==> src/rtl/demux_1x4_if.sv <==
// Bus bundle for the registered 1-to-4 demultiplexer: enable, data and select
// travel towards the demux, the four routed outputs travel back.
interface demux_1x4_if #(
    parameter int WIDTH = 1
);
    logic             en;
    logic [WIDTH-1:0] d;
    logic             s1;
    logic             s0;
    logic [WIDTH-1:0] y0;
    logic [WIDTH-1:0] y1;
    logic [WIDTH-1:0] y2;
    logic [WIDTH-1:0] y3;

    modport master (
        output en, d, s1, s0,
        input  y0, y1, y2, y3
    );

    modport slave (
        input  en, d, s1, s0,
        output y0, y1, y2, y3
    );
endinterface

==> src/rtl/demux_1x4.sv <==
// Registered 1-to-4 demultiplexer: d is routed to y[{s1,s0}] one clock later.
// Optional macro DEMUX_HOLD_UNSEL_EN keeps unselected outputs instead of clearing them.
module demux_1x4 #(
    parameter int WIDTH = 1
) (
    input  logic        clk,
    input  logic        rst_n,
    demux_1x4_if.slave  bus
);

    logic [3:0][WIDTH-1:0] y_q;
    logic [3:0][WIDTH-1:0] y_d;
    logic [1:0]            sel;

    assign sel = {bus.s1, bus.s0};

    always_comb begin
        y_d = y_q;
        if (bus.en) begin
`ifdef DEMUX_HOLD_UNSEL_EN
            // Addressable-register mode: only the selected slot is written.
            y_d[sel] = bus.d;
`else
            y_d      = '0;
            y_d[sel] = bus.d;
`endif
        end
    end

    always_ff @(posedge clk or negedge rst_n) begin
        if (!rst_n) begin
            y_q <= '0;
        end else begin
            y_q <= y_d;
        end
    end

    assign bus.y0 = y_q[0];
    assign bus.y1 = y_q[1];
    assign bus.y2 = y_q[2];
    assign bus.y3 = y_q[3];

endmodule

==> src/flat_wrapper.sv <==
// flat-port wrapper written by rule: the top's interface ports become plain ports
module demux_1x4_flat 
#(
    parameter int WIDTH = 1
)
  (clk, rst_n, bus_en, bus_d, bus_s1, bus_s0, bus_y0, bus_y1, bus_y2, bus_y3);
  demux_1x4_if #(.WIDTH(WIDTH)) bus_i ();
  input  logic clk;
  input  logic rst_n;
  input wire logic [$bits(bus_i.en)-1:0] bus_en;
  input wire logic [$bits(bus_i.d)-1:0] bus_d;
  input wire logic [$bits(bus_i.s1)-1:0] bus_s1;
  input wire logic [$bits(bus_i.s0)-1:0] bus_s0;
  output wire logic [$bits(bus_i.y0)-1:0] bus_y0;
  output wire logic [$bits(bus_i.y1)-1:0] bus_y1;
  output wire logic [$bits(bus_i.y2)-1:0] bus_y2;
  output wire logic [$bits(bus_i.y3)-1:0] bus_y3;
  assign bus_i.en = bus_en;
  assign bus_i.d = bus_d;
  assign bus_i.s1 = bus_s1;
  assign bus_i.s0 = bus_s0;
  assign bus_y0 = bus_i.y0;
  assign bus_y1 = bus_i.y1;
  assign bus_y2 = bus_i.y2;
  assign bus_y3 = bus_i.y3;
  demux_1x4 #(.WIDTH(WIDTH)) u_core (.clk(clk), .rst_n(rst_n), .bus(bus_i));
endmodule
==> config.mk <==
export PLATFORM = sky130hd
export DESIGN_NAME = demux_1x4_flat
export DESIGN_NICKNAME = d
export VERILOG_FILES = /design/src/rtl/demux_1x4_if.sv /design/src/rtl/demux_1x4.sv /design/src/flat_wrapper.sv
export SDC_FILE = /design/constraint.sdc
export NUM_CORES = 1
export LEC_CHECK = 0
export ABC_AREA = 1
export CAP_MARGIN = 20
export CORE_AREA = 2 2 39 41
export CTS_CLUSTER_DIAMETER = 100
export DETAILED_ROUTE_END_ITERATION = 8
export DIE_AREA = 0 0 41 43
export GPL_TIMING_DRIVEN = 0
export PLACE_DENSITY_LB_ADDON = 0.15
export SYNTH_ARGS = -nofsm -noshare
export SYNTH_HDL_FRONTEND = slang
export SYNTH_SLANG_ARGS = --single-unit
==> constraint.sdc <==
create_clock -name clk -period 0.8 [get_ports clk]
set_input_delay 0.2 -clock clk [delete_from_list [all_inputs] [get_ports clk]]
set_output_delay 0.2 -clock clk [all_outputs]
set_load 0.05 [all_outputs]
======== Word level (Yosys, flattened, before mapping) ========
Index checks and enable logic that the tools add are counted.
Widths: inputs -> output; s select.
word-level totals
  register bits after elaboration ......... 4
  logic and storage cells ................. 10
operators by class
  $lt $le $gt $ge ......................... 2
  muxes and demuxes ....................... 2
  bitwise gates (word level) .............. 1
  reductions and logical operators ........ 1
operator list
  kind                count
  $and 4x4->4         1
  $lt 2x3->1 const B  1
  $demux 1 s2         1
  $ge 2x1->1 const B  1
  $logic_and 1x1->1   1
  $mux 1              1

======== Depth between registers and ports, before layout ========
  depth in word-level cells ............... 5
  depth in mapped cells ................... 4
  depth with buffers taken out ............ 4

======== Worst setup path after synthesis ========
No wires, ideal clock.
  path type ............................... register to register
  start point ............................. register, netlist name u_core.bus.y3
  end point ............................... register u_core.y_q, in the netlist u_core.bus.y3
  setup time .............................. 122 ps
  arrival time ............................ 722 ps
  data required time ...................... 678 ps
  setup slack ............................. -44 ps
  stages on the path, launching flop included .. 3
  path buffers ............................ 0
  clock period less this slack ............ 844 ps
  cell sequence ........................... dfrtp_1 -> nand2_1 -> o21ai_1
RTL lines
  element               line             source
  end signal, assigned  demux_1x4.sv:34  y_q <= y_d;
  end, declared         demux_1x4.sv:11  logic [3:0][WIDTH-1:0] y_q;

======== Final worst setup path ========
  start point ............................. register u_core.y_q, in the netlist u_core.bus.y1
  end point ............................... output bus_y1
RTL lines
  element        line                source
  end, declared  flat_wrapper.sv:15  output wire logic [$bits(bus_i.y1)-1:0] bus_y1;
No word-level cell between the ends.

==> metrics.txt <==
RR Startpoint u_core.bus.y0; DP HPWL between 200 and 300 µm; hold violation total from the final report 0; fmax 1010 MHz; H-tree Lvls 1; Mapped Cells 24; Slew @ Worst Pin between 0.15 and 0.2 ns; synth warn 0; CTS tree yes; Ant. Diodes 0; Reg2Reg Depth 3; skew final 0 ns; cts hold-fix bufs 0; aggregate global routing overflow 0; worst vdd ir approximately 0.00033 V; Reg clk slew, reported paths roughly 0.040 ns; IO Pins 10; Top Family by Delay on Critical Path flip-flops; power density over the cells between 1500 and 2000 nW/µm²; Slowest cell on crit path dfrtp_2; via/cell ratio approximately 3.5; chip width ~41 µm; combinational group share of total power a little over a fifth; later-pin clock latency in the skew report around 0.23 ns; Place WS -0.537 ns; synthesized area per cell around 7.4 µm²; critical path class reg2out; first-pass GRT wire length between 600 and 700 µm; Max Cap Viol 0; Max Fanout on Critical Path 2; largest net degree at the start of global routing 5; CTS sink cnt 4; Pint about 0.44 mW; post-synth top area share a little under three fifths; Routed Antenna Nets 0; Bufs and invs on worst path 1; initial drt markers 0; Die Ht 43 µm; total negative setup slack -0.757 ns; syn nets 30; Final Setup Violations 4; synthesized area ~180 µm²; Initial Util 12.7%; die area between 1500 and 2000 µm²; final WL 424 µm; share of layout cells above drive strength 1 40.5%; Final Cycle Share 124%; synth top area cells dfrtp_1 57%, nand2_1 26%, inv_1 8.5%; critical path endpoint category output port; IO buf count 9; CTS Buf Count 3; drt pass-1 iters 1; WL/cell 8.00 µm; DRC Markers 0; Setup WS post-layout -0.191 ns; flop2flop setup slack 0.05 ns; crit-path cells buf_6; WP data arrival about 0.79 ns; Placeable Area 1380 µm²; share of the yosys chip area belonging to registers roughly 57%; fin crit period approximately 0.99 ns; flop and latch count out of synthesis 4; Clk pwr share 41.6%; DR vias between 150 and 200; Tot GR Track Use under 10%; crit start category register; static leakage slightly below 0.2 nW; RSZ-0062 raised after global routing true; HP Class in2async; final slew viol count 0; Sw Ratio between 20 and 30%; Crit. Startpoint u_core.bus.y1; cell taking the most area after synthesis dfrtp_1; CTS Buffer Depth 2; Psw approximately 0.16 mW; Synth-to-Final Area Change 92.9%; Largest stage delay, worst path roughly 0.40 ns; status complete, but fails checks; slew margin rel. between 80% and 90%; row count 14; number of global-route vias before repair between 100 and 150; Fill cells 159; CP required about 0.60 ns; Seq pwr share 37.2%; nets@finish 45; Distinct cells, synth 5; failing checks setup timing; final core utilization 24.6%; Root Driver clkbuf_4; reg-to-reg endpoint u_core.bus.y0; initial antenna violation count 0; GP Congestion around 0.68
## through the flow
step	area (µm²)	hold slack (ns)	instances	total power, mW
after floorplan	181	-0.0956	24	0.286
after global placement	292	0.418	49	0.343
after detailed placement	292	0.420	49	0.344
after CTS	330	0.170	53	0.616
after global routing	340	0.178	53	0.639
final	340	0.167	53	0.605
## cell type report
| type | count | area (µm²) | area share, % |
|---|---|---|---|
| Multi-Input combinational cell | 16 | 63.8 | 18.8 |
| Tap cell | 16 | 20.0 | 5.88 |
| Inverter | 4 | 15.0 | 4.41 |
| Sequential cell | 4 | 105 | 30.9 |
| Timing Repair Buffer | 10 | 114 | 33.5 |
| Clock buffer | 3 | 22.5 | 6.62 |
## sequential cells by signal, indices dropped and copies added, names as in the netlist
register	cells
u_core.bus.y3	1
u_core.bus.y1	1
u_core.bus.y0	1
u_core.bus.y2	1
## cell families (layout without fill, tap and decap cells)
group / count (synthesis) / in the layout / share of synthesized area [%]
AOI/OAI and AO/OA: 1 / 1 / 2.83
and+or+nand+nor: 15 / 15 / 31.9
DFF: 4 / 4 / 56.7
buffers and inverters: 4 / 17 / 8.51
## cells in the mapped netlist
cell type,count
nand2_1,12
dfrtp_1,4
inv_1,4
nor2_1,3
o21ai_1,1
## cell usage in the layout (no fill, tap or decap), drive strengths merged
cell / instances
clkdlybuf4s50: 2
inv: 4
clkbuf: 3
buf: 5
dfrtp: 4
o21ai: 1
dlymetal6s2s: 3
nand2: 12
nor2: 3
## layer usage
layer	up-vias	global-route usage (%)	wire length, µm
li1	95	-	-
met1	75	6.13	160
met2	9	6.25	188
met3	4	3.14	32
met4	0	14.0	42
met5	-	0	0
## power groups by stage
stage	combinational [mW]	sequential [mW]	clock [mW]
2_1_floorplan	0.0205	0.265	0
3_3_place_gp	0.119	0.225	0
3_5_place_dp	0.118	0.226	0
4_1_cts	0.128	0.226	0.262
5_1_grt	0.138	0.227	0.275
6_report	0.128	0.225	0.252
## repair_timing
action	4_1_cts	5_1_grt
endpoints found under the setup margin	4	7
resized for setup	29	6
buffers inserted	1	0
## worst max-delay path by stage
stage | end | slack (ns) | depth (start not counted)
global route | bus_y2 | -0.22 | 1
floorplan | u_core.bus.y3 | 0.04 | 2
global placement | bus_y2 | -0.54 | 1
detailed placement | bus_y2 | -0.54 | 1
finish | bus_y1 | -0.19 | 1
CTS | bus_y2 | -0.20 | 1
(Power assumes the default switching activity.)
==> patch 1, RTL diff (config.mk and constraints unchanged) <==
Add a define of `DEMUX_HOLD_UNSEL_EN`.
--- a/src/rtl/demux_1x4.sv
+++ b/src/rtl/demux_1x4.sv
@@ -1,5 +1,7 @@
 // Registered 1-to-4 demultiplexer: d is routed to y[{s1,s0}] one clock later.
 // Optional macro DEMUX_HOLD_UNSEL_EN keeps unselected outputs instead of clearing them.
+`define DEMUX_HOLD_UNSEL_EN
+
 module demux_1x4 #(
     parameter int WIDTH = 1
 ) (
Behaviour: not the same (Yosys sat finds a counterexample within 4 cycles, from zero or initial values and one cycle with rst_n low).
==> patch 1 against the unedited design <==
- the flow still finishes with violations (setup timing)
- setup slack gained 0.010 ns
- final area decreased by 4.8%
- wire length up 4.2%
- fmax up 1.0%
- sequential cell count unchanged
- worst hold slack better by 0.0074 ns
- non-clock buffer count shrank 1
- synthesized area grew 8.5%
- global-route usage increased by 0.23 points
- synthesized cell count unchanged
- critical path type unchanged
- largest cell class is now flip-flops and latches
Power is not compared: it rests on default switching activity, and its combinational part moved more than twofold at a synthesized area within 25%.
==> patch 1: results (changes against the unedited design) <==
Yosys
  • Sequential-to-total area share from yosys stat: 0.523 (-0.0445)
  • Netlist cell types: 7 (+2)
  • Synth cell count leaders: 9 x nand2_1, 4 x dfrtp_1, 4 x nand3_1
  • Synth area leaders: dfrtp_1 52%, nand2_1 18%, nand3_1 10%

Place
  • Dpl ws: -0.536 ns (+0.00127 ns)
  • DPL Wire Length: 367 um (+23%)
  • Port Buffers: 8 (-1)

Drt
  • WL met3: 37 um (+16%)
  • Drt first pass iters: 3 (+2)
  • Top Layer Used: met3
  • Initial DRC count: 1 (+1)
  • Total Routed Length: 442 um (+4.2%)
  • Vias post-DR: 188 (+2.7%)

Timing
  • Endpoints failing setup: 4 (unchanged)
  • Slew Limit Headroom: 0.870 (-0.00716)
  • Final WS setup: -0.181 ns (+0.0100 ns)

GRT
  • First-pass GRT wire length: 731 um (+18%)
  • Grt met2 use: 0.0844 (+0.0219)
  • Pin count of the biggest net entering global routing: 9 (+4)
  • GR Util All Layers: 0.0686 (+0.00229)

Setup path
  • R2R depth: 2 (-1)

Clock network
  • Post-CTS Setup Repair Bufs: 0 (-1)
  • Post-CTS sizing: 30 (+3.4%)

Status
  • Failing checks: setup timing
  • Status: finished, violations left

Cells and area
  • Share of layout cells above drive strength 1: 0.343 (-0.0625)
==> patch 1: cell count changes in the layout (fill, tap and decap cells not counted), moves of 2 or more <==
cell | before | now
dlymetal6s2s_1 | 3 | 1
nand4_1 | 0 | 3
dlygate4sd2_1 | 0 | 2
nand3_1 | 0 | 4
nor2_1 | 3 | 1
nand2_1 | 11 | 9
inv_2 | 2 | 0
==> patch 1: final timing paths <==
check,start,end,slack [ns]
worst max-delay path,u_core.bus.y3,bus_y3,-0.18
max in group asynchronous,rst_n,u_core.bus.y0,0.44
min in group clk,bus_en,u_core.bus.y0,0.29
worst max register to register,u_core.bus.y3,u_core.bus.y3,0.16
worst min register to register,u_core.bus.y2,u_core.bus.y2,0.49
worst min-delay path,rst_n,u_core.bus.y2,0.17
==> patch 1: cells by family after synthesis <==
group                  Yosys count  share of synthesized area
buffers and inverters            3                     0.0785
AND/OR/NAND/NOR                 17                      0.399
flip-flops                       4                      0.523
==> patch 1: layout make-up <==
class / instances / area, um2
plain buffers: 1 / 7.51
clock buffers: 3 / 22.5
fillers: 162 / 1060
inverters: 2 / 7.51
multi-input cells: 17 / 76.3
flip-flops and latches: 4 / 105
well taps: 16 / 20.0
repair buffers: 8 / 85.1
==> patch 1: per-stage QoR <==
stage	std cells	hold slack (ns)	area, um2	total power [mW]	TNS, ns
after floorplan	24	-0.0956	196	0.418	0
after global placement	48	0.415	297	0.523	-3.38
after detailed placement	48	0.419	297	0.525	-3.43
after CTS	51	0.169	322	0.790	-0.765
after global routing	51	0.180	324	0.820	-0.817
final	51	0.175	324	0.768	-0.707
==> patch 1: report_power, final <==
part / switching (mW) / internal (mW)
Combinational: 0.171 / 0.0957
Clock: 0.0711 / 0.167
Sequential: 0.0219 / 0.242
Total: 0.264 / 0.504
==> patch 2, RTL diff (same flow settings) <==
Without the edit above. Reset style: synchronous (`rst_n`), changed in one clocked block.
--- a/src/rtl/demux_1x4.sv
+++ b/src/rtl/demux_1x4.sv
@@ -27,7 +27,7 @@
         end
     end
 
-    always_ff @(posedge clk or negedge rst_n) begin
+    always_ff @(posedge clk) begin
         if (!rst_n) begin
             y_q <= '0;
         end else begin
Behaviour: differs if rst_n is asserted again (counterexample within 4 cycles, from zero or initial values and one cycle with rst_n low); with rst_n held inactive, the same outputs for 10 cycles.
==> patch 2 against the unedited design <==
- the run still ends with setup timing left
- fmax increased by 8.7%
- wire length down 9.4%
- die area did not move
- setup slack gained 0.079 ns
- final area is 5.5% higher
- critical endpoint is now bus_y0
- synthesized area fell by 4.3%
- power decreased by 11%
- sequential cell count did not move
==> patch 2: results (changes against the unedited design) <==
Yosys
  • Synthesized instance count: 25 (+4.2%)
  • Synth area leaders: dfxtp_1 47%, nand2_1 22%, a21oi_1 12%
  • Compound-cell area share of the yosys netlist: 0.119 (+0.0901)
  • Top_reg_cell synth: dfxtp_1
  • Fraction of registers with async set/reset: 0 (-1.00)
  • Syn Nets: 31 (+3.3%)
  • Synth cell count leaders: 10 x nand2_1, 4 x a21oi_1, 4 x dfxtp_1, 4 x inv_1, 2 x nor2_2
  • Netlist cell types: 6 (+1)
  • Mux contribution to synthesized area: 0 (unchanged)
  • Sequential-to-total area share from yosys stat: 0.474 (-0.0933)

Power and ir drop
  • Leak: 0.177 nW (-10%)
  • VDD IR max: 370 uV (+13%)
  • Psw: 123 uW (-25%)

Timing
  • Actual slew at the worst max-slew pin: 0.123 ns (-0.0604 ns)
  • Endpoints failing setup: 4 (unchanged)
  • Final WS setup: -0.111 ns (+0.0792 ns)

Setup path
  • Arr. time, crit path: 0.71 ns (-0.08 ns)
  • Worst R2R Setup Slack: 0.02 ns (-0.03 ns)
  • Slowest stage cell, crit path: dfxtp_2
  • R2R depth: 4 (+1)
  • CP endpoint: bus_y0
  • Critical Path Start: u_core.bus.y0
  • Biggest cell delay along the critical path: 0.33 ns (-0.07 ns)
  • R2R Path Start: u_core.bus.y1
  • Critical R2R Capture: u_core.bus.y1

Clock network
  • Worst-path clk slew: 0.04 ns (about the same)
  • H-tree depth: 1 (unchanged)
  • Root buf cell: clkbuf_4

Status
  • Status: finished, violations left
  • Failing checks: setup timing

GRT
  • Vias in the first global route: 171 (+16%)
  • GR Util All Layers: 0.0522 (-0.0141)
  • Pin count of the biggest net entering global routing: 6 (+1)
  • First-pass GRT wire length: 538 um (-13%)

Place
  • DPL Wire Length: 301 um (+1.1%)
  • Placer Congestion: 0.690 (+1.8%)
  • Placed Area: 284 um2 (-2.6%)
  • Dpl ws: -0.500 ns (+0.0364 ns)
  • Placed cells: 50 (+2.0%)

Drt
  • Drt first pass iters: 2 (+1)
  • Total Routed Length: 384 um (-9.4%)
  • Initial DRC count: 5 (+5)
  • Vias post-DR: 199 (+8.7%)
  • Routed len/inst: 6.62 um (-17%)

Run
  • Max Cap Violations: 0 (unchanged)

Cells and area
  • Share of layout cells above drive strength 1: 0.452 (+0.0470)

Worst hold path
  • Worst Hold Class: input port to register
==> patch 2: changes by cell type after synthesis, moves of 2 or more <==
| cell | before | now |
|---|---|---|
| nor2_2 | 0 | 2 |
| nor2_1 | 3 | 0 |
| dfrtp_1 | 4 | 0 |
| dfxtp_1 | 0 | 4 |
| a21oi_1 | 0 | 4 |
| nand2_1 | 12 | 10 |
==> patch 2: how the worst min path moves through the flow <==
stage,cells past startpoint,from,end,slack (ns)
6_report,4,bus_s0,u_core.bus.y2,0.38
5_1_grt,4,bus_s0,u_core.bus.y0,0.41
4_1_cts,4,bus_s1,u_core.bus.y1,0.38
3_5_place_dp,2,u_core.bus.y3,u_core.bus.y3,0.45
3_3_place_gp,2,u_core.bus.y1,u_core.bus.y1,0.45
2_1_floorplan,3,bus_s0,u_core.bus.y2,0.36
==> patch 2: timing repair <==
action | in CTS | in global routing
endpoints found under the setup margin | 8 | 4
hold endpoints to repair | 0 | 0
resized for setup | 36 | 0
pin swaps | 2 | 0
buffers inserted | 3 | 2
==> patch 2: cell type report <==
class	instances	area, um2
Inverter	5	18.8
Tap cell	16	20.0
Fill cell	164	1020
Multi-Input combinational cell	16	70.1
Sequential cell	4	85.1
Clock buffer	3	22.5
Timing Repair Buffer	14	143
==> patch 2: layer usage <==
layer,vias to the layer above,routed length [um],global-route usage
met3,0,24,0.0314
met5,-,0,0
li1,109,-,-
met4,0,0,0.0800
met2,7,207,0.0719
met1,83,152,0.0354
==> patch 2: kinds of logic (layout without fill, tap and decap cells) <==
group | count (synthesis) | count (layout)
flops | 4 | 4
buf+inv | 5 | 22
simple gates | 12 | 12
compound gates | 4 | 4
==> patch 2: through the flow <==
stage               power, mW  TNS (ns)
finish                  0.539    -0.425
CTS                     0.548    -0.461
global route            0.571    -0.524
floorplan               0.251         0
global placement        0.291     -3.10
detailed placement      0.291     -3.14
==> patch 2: power by group through the flow <==
stage               sequential, mW  clock [mW]  combinational, mW
finish                       0.211       0.244             0.0845
global route                 0.211       0.269             0.0907
CTS                          0.211       0.255             0.0822
detailed placement           0.212           0             0.0793
global placement             0.211           0             0.0796
floorplan                    0.229           0             0.0219
